<file path="src/rtl/bus_irq_timer_if.sv">
// CPU-side bus bundle for the interval timer: address/data/strobes in, registered read data out.
// Handshake: an access is taken only on a clock edge where rdy=1; with rdy=0 the responder ignores the bus and holds rdata/hit.
interface bus_irq_timer_if;
   logic [15:0] addr;
   logic [7:0]  wdata;
   logic        we;
   logic        rdy;
   logic [7:0]  rdata;
   logic        hit;

   modport master (output addr, output wdata, output we, output rdy,
                   input rdata, input hit);
   modport slave  (input addr, input wdata, input we, input rdy,
                   output rdata, output hit);
endinterface

</file>
<file path="src/rtl/bus_irq_timer.sv">
// Memory-mapped 16-bit interval timer with prescaler, driving CPU irq/nmi levels.
// Optional BUS_IRQ_TIMER_SNAPSHOT_EN: a COUNT_LO read latches COUNT_HI into a shadow for atomic reads.
module bus_irq_timer #(
   parameter logic [15:0] BASE_ADDR    = 16'hFE00,
   parameter logic [7:0]  PRESCALE_RST = 8'd0
) (
   input  logic             clk,
   input  logic             rst,
   bus_irq_timer_if.slave   bus,
   output logic             irq,
   output logic             nmi
);

   localparam logic [2:0] OFF_CTRL     = 3'd0;
   localparam logic [2:0] OFF_STATUS   = 3'd1;
   localparam logic [2:0] OFF_RELOAD_L = 3'd2;
   localparam logic [2:0] OFF_RELOAD_H = 3'd3;
   localparam logic [2:0] OFF_COUNT_L  = 3'd4;
   localparam logic [2:0] OFF_COUNT_H  = 3'd5;
   localparam logic [2:0] OFF_PRESCALE = 3'd6;

   logic [3:0]  ctrl;       // {NMIMODE, AUTO, IE, EN}
   logic        exp_flag;
   logic [15:0] reload;
   logic [15:0] count;
   logic [7:0]  prescale;
   logic [7:0]  pre_cnt;

   logic        sel, wr;
   logic [2:0]  off;
   logic        wr_ctrl, start, stop_wr, tick, tick_ok, expire;
   logic [3:0]  ctrl_next;
   logic [15:0] count_next;
   logic [7:0]  pre_next;
   logic [7:0]  rd_mux;
   logic [7:0]  count_hi_view;

   assign sel = (bus.addr[15:3] == BASE_ADDR[15:3]);
   assign off = bus.addr[2:0];
   assign wr  = bus.rdy & bus.we & sel;

   assign wr_ctrl = wr & (off == OFF_CTRL);
   assign start   = wr_ctrl & bus.wdata[0] & ~ctrl[0];
   assign stop_wr = wr_ctrl & ~bus.wdata[0];
   assign tick    = ctrl[0] & (pre_cnt == prescale);
   // A CTRL write that clears EN beats a coincident tick entirely.
   assign tick_ok = tick & ~stop_wr;
   assign expire  = tick_ok & (count == 16'd0);

`ifdef BUS_IRQ_TIMER_SNAPSHOT_EN
   logic [7:0] shadow;
   logic       rd;
   assign rd = bus.rdy & ~bus.we & sel;

   always_ff @(posedge clk or posedge rst) begin
      if (rst) begin
         shadow <= 8'hFF;
      end else if (rd && (off == OFF_COUNT_L)) begin
         shadow <= count[15:8];
      end
   end
   assign count_hi_view = shadow;
`else
   assign count_hi_view = count[15:8];
`endif

   always_comb begin
      ctrl_next = ctrl;
      if (wr_ctrl) ctrl_next = bus.wdata[3:0];
      if (expire && !ctrl[2]) ctrl_next[0] = 1'b0;
   end

   always_comb begin
      count_next = count;
      if (start) begin
         count_next = reload;
      end else if (tick_ok) begin
         if (count != 16'd0)  count_next = count - 16'd1;
         else if (ctrl[2])    count_next = reload;
      end
   end

   always_comb begin
      pre_next = pre_cnt;
      if (start)        pre_next = 8'd0;
      else if (ctrl[0]) pre_next = tick ? 8'd0 : pre_cnt + 8'd1;
   end

   always_comb begin
      rd_mux = 8'h00;
      case (off)
         OFF_CTRL:     rd_mux = {4'h0, ctrl};
         OFF_STATUS:   rd_mux = {7'h00, exp_flag};
         OFF_RELOAD_L: rd_mux = reload[7:0];
         OFF_RELOAD_H: rd_mux = reload[15:8];
         OFF_COUNT_L:  rd_mux = count[7:0];
         OFF_COUNT_H:  rd_mux = count_hi_view;
         OFF_PRESCALE: rd_mux = prescale;
         default:      rd_mux = 8'h00;
      endcase
   end

   always_ff @(posedge clk or posedge rst) begin
      if (rst) begin
         ctrl      <= 4'h0;
         exp_flag  <= 1'b0;
         reload    <= 16'hFFFF;
         count     <= 16'hFFFF;
         prescale  <= PRESCALE_RST;
         pre_cnt   <= 8'd0;
         bus.rdata <= 8'h00;
         bus.hit   <= 1'b0;
         irq       <= 1'b0;
         nmi       <= 1'b0;
      end else begin
         ctrl    <= ctrl_next;
         count   <= count_next;
         pre_cnt <= pre_next;

         // Expire wins over a same-cycle write-1-to-clear.
         if (expire)
            exp_flag <= 1'b1;
         else if (wr && (off == OFF_STATUS) && bus.wdata[0])
            exp_flag <= 1'b0;

         if (wr && (off == OFF_RELOAD_L)) reload[7:0]  <= bus.wdata;
         if (wr && (off == OFF_RELOAD_H)) reload[15:8] <= bus.wdata;
         if (wr && (off == OFF_PRESCALE)) prescale     <= bus.wdata;

         if (bus.rdy) begin
            bus.rdata <= sel ? rd_mux : 8'h00;
            bus.hit   <= sel & ~bus.we;
         end

         irq <= exp_flag & ctrl[1] & ~ctrl[3];
         nmi <= exp_flag & ctrl[1] &  ctrl[3];
      end
   end

endmodule

</file>
<file path="src/flat_wrapper.sv">
// flat-port wrapper written by rule: the top's interface ports become plain ports
module bus_irq_timer_flat 
#(
   parameter logic [15:0] BASE_ADDR    = 16'hFE00,
   parameter logic [7:0]  PRESCALE_RST = 8'd0
)
  (clk, rst, irq, nmi, bus_addr, bus_wdata, bus_we, bus_rdy, bus_rdata, bus_hit);
  bus_irq_timer_if bus_i ();
  input  logic clk;
  input  logic rst;
  output logic irq;
  output logic nmi;
  input wire logic [$bits(bus_i.addr)-1:0] bus_addr;
  input wire logic [$bits(bus_i.wdata)-1:0] bus_wdata;
  input wire logic [$bits(bus_i.we)-1:0] bus_we;
  input wire logic [$bits(bus_i.rdy)-1:0] bus_rdy;
  output wire logic [$bits(bus_i.rdata)-1:0] bus_rdata;
  output wire logic [$bits(bus_i.hit)-1:0] bus_hit;
  assign bus_i.addr = bus_addr;
  assign bus_i.wdata = bus_wdata;
  assign bus_i.we = bus_we;
  assign bus_i.rdy = bus_rdy;
  assign bus_rdata = bus_i.rdata;
  assign bus_hit = bus_i.hit;
  bus_irq_timer #(.BASE_ADDR(BASE_ADDR), .PRESCALE_RST(PRESCALE_RST)) u_core (.clk(clk), .rst(rst), .bus(bus_i), .irq(irq), .nmi(nmi));
endmodule
</file>
<file path="config.mk">
export PLATFORM = sky130hd
export DESIGN_NAME = bus_irq_timer_flat
export DESIGN_NICKNAME = d
export VERILOG_FILES = /design/src/rtl/bus_irq_timer_if.sv /design/src/rtl/bus_irq_timer.sv /design/src/flat_wrapper.sv
export SDC_FILE = /design/constraint.sdc
export NUM_CORES = 1
export LEC_CHECK = 0
export ABC_AREA = 0
export BUFFER_PORTS_ARGS = -buffer_cell sky130_fd_sc_hd__buf_2
export CAP_MARGIN = 10
export CORE_UTILIZATION = 50
export CTS_BUF_LIST = sky130_fd_sc_hd__clkbuf_8 sky130_fd_sc_hd__clkbuf_16
export DETAILED_ROUTE_END_ITERATION = 7
export GPL_TIMING_DRIVEN = 0
export PLACE_DENSITY = 0.69
export SLEW_MARGIN = 40
export SYNTH_ARGS = -nofsm -noshare
export SYNTH_HDL_FRONTEND = slang
export SYNTH_SLANG_ARGS = --single-unit
</file>
<file path="constraint.sdc">
create_clock -name clk -period 2.6 [get_ports clk]
set_input_delay 0.52 -clock clk [delete_from_list [all_inputs] [get_ports clk]]
set_output_delay 0.52 -clock clk [all_outputs]
set_load 0.01 [all_outputs]
</file>
==> results of run 1 <==
-- cell type report --
cell class                 count  share of cell area, %
timing repair buffer          37                   4.65
inverter                      14                   1.28
clock inverter                 3                  0.902
tap                           99                   2.88
clock buffer                  13                   4.16
multi-input combinational    283                   46.2
buffer                        15                   1.72
sequential                    64                   38.2
-- power groups by stage --
stage / Sequential, W / Clock (W) / Combinational, W
2_1_floorplan: 0.00102 / 0 / 0.0000504
3_3_place_gp: 0.00102 / 0 / 0.0000908
3_5_place_dp: 0.00102 / 0 / 0.0000969
4_1_cts: 0.00100 / 0.000938 / 0.0000969
5_1_grt: 0.000999 / 0.000987 / 0.000108
6_report: 0.00100 / 0.000912 / 0.0000969
-- worst min-delay path by stage --
stage,slack [ps],from,to,cells past startpoint
2_1_floorplan,430,u_core.ctrl[3],u_core.irq,1
3_3_place_gp,500,u_core.ctrl[3],u_core.irq,1
3_5_place_dp,500,u_core.ctrl[3],u_core.irq,1
4_1_cts,140,rst,u_core.irq,2
5_1_grt,140,rst,u_core.nmi,2
6_report,140,rst,u_core.irq,2
-- registers in the layout (all words and copies together), names as in the netlist --
register / count
u_core.count: 16
u_core.bus.hit: 1
u_core.pre_cnt: 8
u_core.nmi: 1
u_core.reload: 16
u_core.irq: 1
u_core.prescale: 8
u_core.ctrl: 4
u_core.exp_flag: 1
u_core.bus.rdata: 8
-- per-layer routing --
layer	global-route usage (%)	vias to the layer above	wire length, um
met1	38.1	1615	4400
met2	42.0	167	4630
li1	-	1500	-
met5	0	-	0
met3	7.09	37	739
met4	9.53	0	315
-- Yosys cell counts (all sizes together) (8+ instances only) --
library cell	number
mux2	34
dfrtp	32
dfstp	32
nor2	31
nand2	30
o21ai	26
nand3	15
a21oi	14
inv	14
mux2i	12
nor3	12
a22oi	11
nand4	11
o22ai	9
buf	8
xnor2	8
-- through the flow --
stage	TNS (ps)	total power [W]	area, um^2	util, %	setup WS [ps]
2_1_floorplan	0	0.00107	3740	-	162
3_3_place_gp	-13390	0.00111	4040	55.7	-295
3_5_place_dp	-4510	0.00111	4060	56.0	-186
4_1_cts	0	0.00204	4290	59.1	30.2
5_1_grt	0	0.00209	4300	59.3	10.5
6_report	0	0.00201	4300	59.3	128
-- cell families after synthesis --
family	synth area share [%]
AND/OR/NAND/NOR	19.8
flip-flops	43.9
AO/OA/AOI/OAI	15.8
XOR/XNOR	1.88
multiplexers	14.2
buffers and inverters	3.38
adder cells (fa/ha/maj)	1.00
==> run metrics, run 1 <==
die footprint=7820 um^2; endpoint type of the worst setup path=register; DRC violations left=0; Seq cells post-synth=64; RSZ-0062 raised after global routing=no; Initial Util=between 50% and 60%; clock skew=slightly below 8 ps; delay-heaviest family, CP=simple AND/OR/NAND/NOR gates; GRT Total Usage=between 20% and 30%; post_cts resized=1; final hold slack=about 140 ps; chip width=between 80 and 90 um; hold buffers post-CTS=0; maximum VDD drop=348 uV; Max FO, Critical Path=10; routed wire length per instance=around 19 um; fin crit period=2470 ps; # diodes=0; vias per inst=roughly 6.3; Net Count, Synth=between 400 and 500; Routed WL=10.1 mm; worst r2r path cells=7; Mapped Area=roughly 3700 um^2; CP max stage delay=~670 ps; status=completed; global-route wire length before repair=roughly 16 mm; via count=3319; area grow syn2layout=15.1%; YS warnings=0; EDFF count, synth=0; Cell Chain, Critical Path=buf_2, or4_4, nor4_1, nand2_1, a31o_2, buf_2, a22oi_1; boundary pin count=39; Placed Instances=just over 500; vias in the first global route=approximately 3000; Net Switching=roughly 0.00043 W; r2r endpoint=u_core.count[0]; Non-Filler Instances=528; # nets final=around 460; Rel. slew slack=a little under half; root buffer cell=clkbuf_8; Seq/Total Area, Yosys=a little over two fifths; worst path required time=around 2900 ps; Setup crit end=u_core.count[3]; Crit path buffers/inverters=2; Synth Area per Inst=9.94 um^2; # rows=31; final setup fails=0; Hold Vio Cnt, Final=0; Yosys top cell area share=a little under a quarter; worst hold-check path type=input port to async pin; share of post-route cells with drive strength above 1=32.4%; Syn Inst Count=roughly 380; Worst Setup Path Type=input port to register; largest net degree at the start of global routing=42; register area=around 1600 um^2; FF-to-FF setup slack=approximately 130 ps; worst-case clock buffer depth=2; clock network power share=roughly 45%; MaxCap Viol Count=0; Synth cell types=52; combinational share of power=under 10%; total CTS buffers=9; antenna viol nets, final=0; startpoint class of the critical path=input port; Initial DRT Pass Iterations=8; Fillers=roughly 630; area of the multi-input gates=1990 um^2; Max Transition Viols Final=0; Internal Power=between 0.0015 and 0.002 W; post-CTS setup buffer count=0; Worst-path clk slew=roughly 60 ps; part of the power in registers=approximately half; slowest CP cell=nor4_1; Die Y-Extent=88.4 um; Top cell by count, worst path=buf_2; P_leak=approximately 1.8 nW; H-tree depth=3; routability cong.=just over 0.9; Least-Margin Pin Slew=778 ps; Synth area leaders=dfstp_2 23%, dfrtp_1 21%, mux2_2 10%; leading cell type in the layout, fill and taps excluded=buf_2; clk_lat worst skew=approximately 340 ps; # port buffers=36; most frequent cells in the layout=38 x buf_2, 34 x mux2_2, 32 x dfrtp_1, 32 x dfstp_2, 30 x nand2_1; fin crit share=95.1%; start of the worst register-to-register path=u_core.count[8]; First DRT Iteration DRCs=290; Worst path depth=7; Sw Share=a little over a fifth; asr flop ratio synth=100%; dpl hpwl=between 7 and 8 mm; Crit path arrival time=between 2000 and 3000 ps; PD cells=between 400 and 500 nW/um^2; TritonCTS clock tree=done; Placeable Area=7250 um^2; initial antenna violation count=0; # clock sinks=64; largest area contributor in the netlist=dfstp_2; ys flop type=dfstp_2; grt ovf=0; Fmax=slightly above 400 MHz; CP startpoint=bus_addr[4]
Note: power is estimated with default switching activity, not from simulation.
==> run 2, diff against run 1 <==
Settings changed: PLACE_DENSITY 0.69 to 0.72.
Clock period 2.6 ns to 2.2 ns, I/O delays scaled along.
==> run metrics, run 2 (synthesis gave the netlist of run 1 again) <==
startpoint class of the critical path=register; PD cells=480 nW/um^2 (+2.9%); Sw Share=24.6% (+2.9 points); design area=4630 um^2 (+7.6%); Initial Util=51.5% (unchanged); worst-case clock buffer depth=2 (unchanged); global-route wire length before repair=17.0 mm (+8.3%); Crit path arrival time=2520 ps (-210 ps); area grow syn2layout=23.9%; Placed Instances=512 (unchanged); GRT Total Usage=29.8% (+2.3 points); Non-Filler Instances=551 (+4.4%); initial antenna violation count=0 (unchanged); status=finished with violations; total CTS buffers=9 (unchanged); # clock sinks=64 (unchanged); First DRT Iteration DRCs=390 (+34%); Rel. slew slack=58.7% (+11 points); clock skew=12.1 ps (+4.12 ps); vias in the first global route=3243 (+9.3%); Fillers=605 (-4.1%); # nets final=478 (+5.1%); final setup fails=8 (+8); MaxCap Viol Count=0 (unchanged); clock network power share=41.4% (-4.0 points); most frequent cells in the layout=37 x buf_2, 33 x mux2_2, 32 x dfrtp_1, 32 x dfstp_2, 29 x nand2_1; fin crit share=102%; share of post-route cells with drive strength above 1=41.8% (+9.4 points); setup slack after layout=-48.8 ps (-177 ps); placed instance area=4090 um^2 (+0.65%); leading cell type in the layout, fill and taps excluded=buf_2; worst path required time=2470 ps (-380 ps); H-tree depth=3 (unchanged); RSZ-0062 raised after global routing=yes; Max FO, Critical Path=7 (-3); Routed WL=11.2 mm (+11%); boundary pin count=39 (unchanged); fin crit period=around 2200 ps; # rows=31 (unchanged); DRC violations left=0 (unchanged); die footprint=7820 um^2 (unchanged); antenna viol nets, final=0 (unchanged); largest net degree at the start of global routing=34 (-19%); Placeable Area=7250 um^2 (unchanged); Net Switching=0.000547 W (+26%); Worst-path clk slew=80 ps (+20 ps); Initial DRT Pass Iterations=6 (-2); routability cong.=0.930 (+1.1%); Max Transition Viols Final=0 (unchanged); grt ovf=0 (unchanged); # diodes=0 (unchanged); dpl hpwl=7.80 mm (+3.6%); P_leak=1.95 nW (+10%); Setup TNS=-215 ps (-215 ps); via count=3498 (+5.4%); Worst Setup Path Type=register to register; TritonCTS clock tree=done; vias per inst=6.35 (+0.99%); Hold Vio Cnt, Final=0 (unchanged); Fmax=445 MHz; Least-Margin Pin Slew=620 ps (-158 ps); Internal Power=0.00168 W (+6.6%); endpoint type of the worst setup path=register; clk_lat worst skew=350 ps (about the same); routed wire length per instance=20.4 um (+6.7%); combinational share of power=5.5% (+0.7 points); maximum VDD drop=375 uV (+7.8%); Die Y-Extent=88.4 um (unchanged); worst hold-check path type=input port to async pin; failing checks=negative setup slack; chip width=88.4 um (unchanged); root buffer cell=clkbuf_8; # port buffers=36 (unchanged); top flop regs=u_core.count x16, u_core.reload x16; part of the power in registers=53.1% (+3.3 points)
==> run 2: area by class of cell <==
class                      instances  area, um^2  share of cell area, %
multi-input combinational        283        2160                   46.6
sequential                        64        1640                   35.5
timing repair buffer              60         393                   8.49
clock buffer                      11         151                   3.27
tap                               99         124                   2.68
buffer                            15        81.3                   1.76
inverter                          14        57.6                   1.24
clock inverter                     5        25.0                  0.541
==> run 2: power groups by stage <==
stage               Combinational [W]  Clock (W)  Sequential (W)
finish                       0.000122   0.000921         0.00118
global route                 0.000134   0.000984         0.00118
CTS                          0.000118   0.000941         0.00118
detailed placement           0.000117          0         0.00120
global placement             0.000110          0         0.00120
floorplan                   0.0000606          0         0.00120
==> run 2: worst max-delay path: stages, from the launching register on <==
cell and delay [ps]:
dfstp_2 370, or4_4 560, or3_4 390, nor3_4 270
nor2_4 110, buf_6 160, o21a_1 200, nor3_2 100
==> run 2: path summary, 6_finish.rpt <==
| check | from | end | slack [ps] | depth (start not counted) |
|---|---|---|---|---|
| worst min register to register | u_core.bus.rdata[3] | u_core.bus.rdata[3] | 530 | 2 |
| max in group asynchronous | rst | u_core.reload[13] | 1530 | 3 |
| worst max-delay path | u_core.count[5] | u_core.count[0] | -50 | 7 |
| worst max register to register | u_core.count[5] | u_core.count[0] | -50 | 7 |
| worst min-delay path | rst | u_core.prescale[4] | 90 | 2 |
| min in group clk | bus_we | u_core.bus.hit | 290 | 2 |
==> run 2: layer usage <==
layer  vias to the layer above  global-route usage (%)  routed length (um)
li1                       1554                       -                   -
met1                      1682                    39.8                4550
met2                       210                    46.6                5160
met3                        52                    8.40                1050
met4                         0                    10.7                 469
met5                         -                       0                   0
==> run 2: what timing repair did <==
action	CTS	global route
hold buffers	0	0
gates resized for setup	14	35
pin swaps	5	9
setup endpoints to repair	25	39
gates cloned	1	0
buffers inserted	15	7
==> run 2: through the flow <==
stage	setup WS (ps)	power (W)	hold slack [ps]	utilization, %
floorplan	-52.3	0.00126	428	-
global placement	-568	0.00131	510	56.0
detailed placement	-464	0.00132	467	56.4
CTS	0.692	0.00224	95.6	61.5
global route	-108	0.00230	123	63.8
finish	-48.8	0.00222	87.3	63.8
==> run 3, diff against run 2 <==
Settings changed: TNS_END_PERCENT from default to 50.
==> run metrics, run 3 (synthesis gave the netlist of run 1 again) <==
hold buffers post-CTS=0 (unchanged); Die Y-Extent=88.4 um (unchanged); area grow syn2layout=23.9% (about the same); Max Transition Viols Final=0 (unchanged); H-tree depth=3 (unchanged); total CTS buffers=9 (unchanged); # clock sinks=64 (unchanged); share of post-route cells with drive strength above 1=41.6% (-0.18 points); chip width=88.4 um (unchanged); First DRT Iteration DRCs=404 (+3.6%); fin crit share=103% (+0.71 points); status=finished with violations; GRT Total Usage=29.3% (-0.53 points); Max FO, Critical Path=7 (unchanged); routed wire length per instance=20.1 um (-1.4%); PD cells=480 nW/um^2 (-0.12%); Rel. slew slack=58.7% (about the same); Initial DRT Pass Iterations=7 (+1); routability cong.=0.930 (unchanged); Worst Setup Path Type=register to register; grt ovf=0 (unchanged); r2r endpoint=u_core.count[0]; endpoint type of the worst setup path=register; # diodes=0 (unchanged); vias per inst=6.19 (-2.5%); root buffer cell=clkbuf_8; Crit path arrival time=2540 ps (+20 ps); DRC violations left=0 (unchanged); TritonCTS clock tree=done; startpoint class of the critical path=register; MaxCap Viol Count=0 (unchanged); worst hold-check path type=input port to async pin; worst path required time=2470 ps (about the same); # rows=31 (unchanged); Placeable Area=7250 um^2 (unchanged); dpl hpwl=7.80 mm (unchanged); FF-to-FF setup slack=-60 ps (-20 ps); Worst-path clk slew=80 ps (about the same); vias in the first global route=3178 (-2.0%); Non-Filler Instances=553 (+0.36%); die footprint=7820 um^2 (unchanged); Least-Margin Pin Slew=620 ps (-0.0971 ps); clk_lat worst skew=350 ps (about the same); leading cell type in the layout, fill and taps excluded=buf_2; Hold Vio Cnt, Final=0 (unchanged); global-route wire length before repair=16.7 mm (-1.9%); setup slack after layout=-64.4 ps (-15.6 ps); largest net degree at the start of global routing=34 (unchanged); final setup fails=11 (+3); start of the worst register-to-register path=u_core.count[5]; Placed Instances=512 (unchanged); worst-case clock buffer depth=2 (unchanged); boundary pin count=39 (unchanged); # nets final=480 (+0.42%); initial antenna violation count=0 (unchanged); maximum VDD drop=375 uV (about the same); top flop regs=u_core.count x16, u_core.reload x16; fin crit period=2260 ps (+15.6 ps); most frequent cells in the layout=37 x buf_2, 33 x mux2_2, 32 x dfrtp_1, 32 x dfstp_2, 29 x nand2_1; placed instance area=4090 um^2 (unchanged); design area=4630 um^2 (about the same); failing checks=negative setup slack; Initial Util=51.5% (unchanged); # port buffers=36 (unchanged); antenna viol nets, final=0 (unchanged); RSZ-0062 raised after global routing=yes; clock skew=10.1 ps (-1.92 ps); Routed WL=11.1 mm (-1.0%); via count=3424 (-2.1%); P_leak=1.95 nW (about the same); Post-Route Utilization=63.8% (about the same); Fmax=442 MHz (-0.69%); worst r2r path cells=7 (unchanged)
run 3: worst max path at each step:
stage,depth (start not counted),slack (ps),startpoint,to
after floorplan,7,-50,bus_addr[5],u_core.count[1]
after global placement,2,-570,rst,u_core.bus.rdata[7]
after detailed placement,7,-460,bus_addr[5],u_core.reload[10]
after CTS,7,-40,u_core.count[8],u_core.count[0]
after global routing,7,-120,u_core.count[5],u_core.count[0]
final,7,-60,u_core.count[5],u_core.count[0]
run 3: per-stage QoR:
| step | worst slack [ps] | total power [W] | setup TNS (ps) | hold slack, ps |
|---|---|---|---|---|
| final | -64.4 | 0.00222 | -380 | 89.1 |
| after global routing | -121 | 0.00230 | -1250 | 123 |
| after CTS | -41.5 | 0.00224 | -108 | 95.6 |
| after detailed placement | -464 | 0.00132 | -14680 | 467 |
| after global placement | -568 | 0.00131 | -33510 | 510 |
| after floorplan | -52.3 | 0.00126 | -52.3 | 428 |
run 3: routing by layer:
layer	wire length [um]	global-route usage [%]	vias up
met5	0	0	-
met4	349	10.3	0
met3	1020	8.12	36
met2	5250	46.2	179
met1	4500	38.9	1656
li1	-	-	1553
run 3: power breakdown:
part,internal [W],switching [W],total (W)
combinational,0.0000391,0.0000816,0.000121
clock,0.000458,0.000461,0.000919
sequential,0.00118,0.00000117,0.00118
run 3: area by class of cell:
cell class / instances / area [um^2]
fill: 603 / 2630
multi-input combinational: 283 / 2140
sequential: 64 / 1640
timing repair buffer: 62 / 408
clock buffer: 11 / 151
tap: 99 / 124
buffer: 15 / 81.3
inverter: 14 / 57.6
clock inverter: 5 / 25.0
run 3: repair_timing:
item | 4_1_cts | 5_1_grt
gates cloned | 0 | 1
pin swaps | 5 | 11
buffers inserted | 11 | 13
resized for setup | 14 | 34
setup endpoints to repair | 25 | 39
run 3: worst max-delay path, cell delays in order, from the launching register on:
cell and delay, ps:
dfstp_2 370, or4_4 560, or3_4 390, nor3_4 290
nor2_4 110, buf_6 150, o21a_1 200, nor3_2 100
